[src/rtl/audio_dsm.sv]
// audio_dsm: gain-ramped first-order delta-sigma DAC
// for the APU mixer output, with click-free mute fades.
module audio_dsm #(
  parameter int WIDTH    = 6,
  parameter int RAMP_DIV = 1790
) (
  input  logic             clk,
  input  logic             rst_n,
  input  logic [WIDTH-1:0] data,
  input  logic             mute,
  output logic             dac,
  output logic             active,
  output logic             ramping
);

  typedef enum logic [1:0] {
    MUTED,
    RAMP_UP,
    PLAY,
    RAMP_DOWN
  } state_t;

  localparam int          PW   = WIDTH + 5;
  localparam logic [15:0] LAST = 16'(RAMP_DIV - 1);

  state_t           state;
  state_t           state_d;
  logic [4:0]       gain;
  logic [4:0]       gain_d;
  logic [15:0]      ramp_cnt;
  logic [15:0]      cnt_d;
  logic             tick;
  logic [WIDTH-1:0] sample_q;
  logic [WIDTH-1:0] level;
  logic [WIDTH:0]   acc;
  logic [PW-1:0]    prod;
  logic             prod_unused;

  assign tick = (ramp_cnt == LAST);

  // A reversal wins over a coincident tick and
  // restarts the step counter with gain untouched.
  always_comb begin
    state_d = state;
    gain_d  = gain;
    cnt_d   = '0;
    unique case (state)
      MUTED: begin
        gain_d = '0;
        if (!mute) state_d = RAMP_UP;
      end
      RAMP_UP: begin
        if (mute) begin
          state_d = RAMP_DOWN;
        end else if (tick) begin
          if (gain >= 5'd15) begin
            gain_d  = 5'd16;
            state_d = PLAY;
          end else begin
            gain_d = gain + 5'd1;
          end
        end else begin
          cnt_d = ramp_cnt + 16'd1;
        end
      end
      PLAY: begin
        gain_d = 5'd16;
        if (mute) state_d = RAMP_DOWN;
      end
      RAMP_DOWN: begin
        if (!mute) begin
          state_d = RAMP_UP;
        end else if (tick) begin
          if (gain <= 5'd1) begin
            gain_d  = '0;
            state_d = MUTED;
          end else begin
            gain_d = gain - 5'd1;
          end
        end else begin
          cnt_d = ramp_cnt + 16'd1;
        end
      end
      default: state_d = MUTED;
    endcase
  end

  always_ff @(posedge clk or negedge rst_n) begin
    if (!rst_n) begin
      state    <= MUTED;
      gain     <= '0;
      ramp_cnt <= '0;
    end else begin
      state    <= state_d;
      gain     <= gain_d;
      ramp_cnt <= cnt_d;
    end
  end

  // gain <= 16 keeps prod >> 4 within WIDTH bits
  assign prod        = PW'(sample_q) * PW'(gain);
  assign prod_unused = ^{prod[PW-1:WIDTH+4], prod[3:0]};

  always_ff @(posedge clk or negedge rst_n) begin
    if (!rst_n) begin
      sample_q <= '0;
      level    <= '0;
      acc      <= '0;
    end else begin
      sample_q <= data;
      level    <= prod[WIDTH+3:4];
      acc      <= {1'b0, acc[WIDTH-1:0]} + {1'b0, level};
    end
  end

  assign dac     = acc[WIDTH];
  assign active  = (state != MUTED);
  assign ramping = (state == RAMP_UP) || (state == RAMP_DOWN);

endmodule
[config.mk]
export PLATFORM = sky130hd
export DESIGN_NAME = audio_dsm
export DESIGN_NICKNAME = d
export VERILOG_FILES = /design/src/rtl/audio_dsm.sv
export SDC_FILE = /design/constraint.sdc
export NUM_CORES = 1
export LEC_CHECK = 0
export CORE_MARGIN = 3
export CORE_UTILIZATION = 30
export DETAILED_ROUTE_END_ITERATION = 8
export REMOVE_ABC_BUFFERS = 1
export SLEW_MARGIN = 20
export SYNTH_ARGS = -nofsm -noshare
export SYNTH_HDL_FRONTEND = slang
export SYNTH_SLANG_ARGS = --single-unit
[constraint.sdc]
create_clock -name clk -period 7.94 [get_ports clk]
set_input_delay 1.588 -clock clk [delete_from_list [all_inputs] [get_ports clk]]
set_output_delay 1.588 -clock clk [all_outputs]
set_load 0.01 [all_outputs]
==> metrics <==
Total Nets Final=353; cell area power density=299 nW/um^2; Req. time, crit path=8.16 ns; crit end category=flop; maximum net fanout on the critical path=16; initial antenna violation count=0; outcome=finished, final reports clean; DP Cell Count=421; number of clock sinks=42; most common cell after layout, fill and taps aside=dfrtp_1; antenna fix cells=0; Primary FF master, synth=dfrtp_1; fillcell total=949; Crit Path Category=flop to flop; maximum buffer depth of the clock tree=2; clock period minus final worst setup slack=3.86 ns; I/O pin total=12; GRT Residual Overflow=0; total of max-cap violations=0; fraction of layout cells with a size suffix above 1=5.65%; aggregate routed wire length=5000 um; post-route setup TNS=0 ns; worst-case headroom to the max-slew limit=35.0%; Die Y-Extent=approximately 100 um; overall track demand over capacity in global routing=10.0%; mean post-synth cell area=9.91 um^2; insertion delay of the later-clocked pin in the worst-skew pair=between 0.2 and 0.3 ns; maximum number of pins on one net before global-route repair=43; fin. max-slew vios=0; number of buffers inserted by port buffering=11; post-synthesis to final-layout area growth=12.7%; achievable clock frequency=259 MHz; TritonCTS clock tree=built; DRT antenna net count=0; RD Place Congestion=0.757; Hold Worst Slack=0.477 ns; number of buffers inserted for hold repair after clock tree synthesis=0; critical path launch point type=flop; EDFF count, synth=0; 1st-iter DRT viols=59; Non-Filler Instances=430; via total after detailed routing=1951; detailed placement HPWL=3730 um; maximum clock skew at final layout=~0.0053 ns; YS warnings=0; worst slack at placement=around 4.1 ns; setup ws final=4.08 ns; RSZ-0062 raised after global routing=no; count of endpoints failing setup in the final report=0; clock root buffer=clkbuf_8; placed inst area=slightly above 3000 um^2; number of buffers added by the clock tree synthesis step=5; cell area after layout=roughly 3200 um^2; vias per std cell=4.54; commonest cells after routing, fill and taps aside=42 x dfrtp_1, 33 x ha_1, 30 x inv_1; number of remaining DRC errors=0; Final Cycle Share=between 40% and 50%; number of H-tree levels=2; horizontal extent of the die=approximately 100 um; data arrival time of the worst path=a little over 4 ns; share of flip-flops with an asynchronous set or reset=between 90% and 100%; starting utilization of the core area=31.0%; length of the first detailed-routing pass in iterations=4; clock slew seen by the registers of the worst setup and hold paths=0.09 ns; highest ir drop seen on vdd=0.179 mV; area inside the core boundary=9240 um^2; register area share after synthesis=36.7%; final hold violation count=0; number of buffers added for setup after CTS=0; cell area after synthesis=2860 um^2; number of global-route vias before repair=2044; Die Footprint=about 11000 um^2; transition time at the pin with the least slew margin=0.963 ns; per-cell routed wire length=around 12 um; std cell rows=35; count of distinct cell types in the synthesized netlist=40; number of gates resized after cts=0; Static Leakage=around 1.5 nW; type of the tightest min-delay check=flop to flop; count of state elements after synthesis=42; first-pass GRT wire length=9090 um; Gate Count Post-Synth=289
[Yosys cell counts (all sizes together), types with 5 or more instances]
cell / n / area share, %
and3: 6 / 1.3
nor3: 5 / 0.87
inv: 30 / 3.9
fa: 11 / 7.7
ha: 33 / 14
nor2: 28 / 3.7
nand2: 28 / 3.7
xnor2: 19 / 5.8
clkbuf: 6 / 0.79
nand3: 10 / 1.7
a21oi: 8 / 1.4
xor2: 8 / 2.4
and2: 12 / 2.6
dfrtp: 42 / 37
[through the flow]
step	power, mW	util, %
global route	1.06	34.9
global placement	0.778	33.5
CTS	0.981	34.7
floorplan	0.683	-
detailed placement	0.800	33.5
finish	0.964	34.9
[per-layer routing]
metal  GRT usage, %  up-vias  routed length (um)
met1           12.6      948                2420
met2           17.1       12                2410
met5              0        -                   0
met4           2.85        0                  65
met3           2.55        6                 106
li1               -      985                   -
[where the power goes]
| part | switching, mW | total [mW] | internal [mW] |
|---|---|---|---|
| logic | 0.252 | 0.471 | 0.219 |
| clock network | 0.0783 | 0.172 | 0.0936 |
| registers | 0.0537 | 0.321 | 0.267 |
| total | 0.384 | 0.964 | 0.580 |
[flip-flops by register name, indices dropped and copies added (netlist names)]
signal / cells
acc: 7
gain: 5
state: 2
sample_q: 6
level: 6
ramp_cnt: 16
[final timing paths]
path                                     to  cells past startpoint  slack, ns    start
worst max-delay path               level[5]                     12       4.08  gain[2]
worst min-delay path                 acc[0]                      1       0.48   acc[0]
worst max register to register     level[5]                     12       4.08  gain[2]
worst min register to register       acc[0]                      1       0.48   acc[0]
max in group asynchronous       ramp_cnt[8]                      2       6.26    rst_n
min in group asynchronous            acc[0]                      1       1.20    rst_n
[cells by family after synthesis]
family | Yosys count | share of synthesized area (%)
simple gates | 99 | 16.5
fa+ha+maj | 44 | 22.1
flops | 42 | 36.7
buf+inv | 38 | 5.24
compound gates | 34 | 9.22
xor+xnor | 27 | 8.26
mux | 5 | 1.92
[final cells by class]
type	count	area, um^2	area share, %
tap	129	161	5.00
inverter	30	113	3.49
multi-input combinational	209	1660	51.5
sequential	42	1050	32.6
clock buffer	5	68.8	2.13
timing repair buffer	12	125	3.88
clock inverter	3	45.0	1.40
[critical path, cell delays in order (launching register included)]
cell and delay, ns:
dfrtp_1 0.56, and2_1 0.26, fa_1 0.48, inv_1 0.06, fa_1 0.52, fa_1 0.56
inv_1 0.04, ha_1 0.33, nand4_1 0.10, o211ai_1 0.15, a311o_1 0.41, a21oi_1 0.18
xnor2_1 0.13
Power figures use the tool's default switching activity.
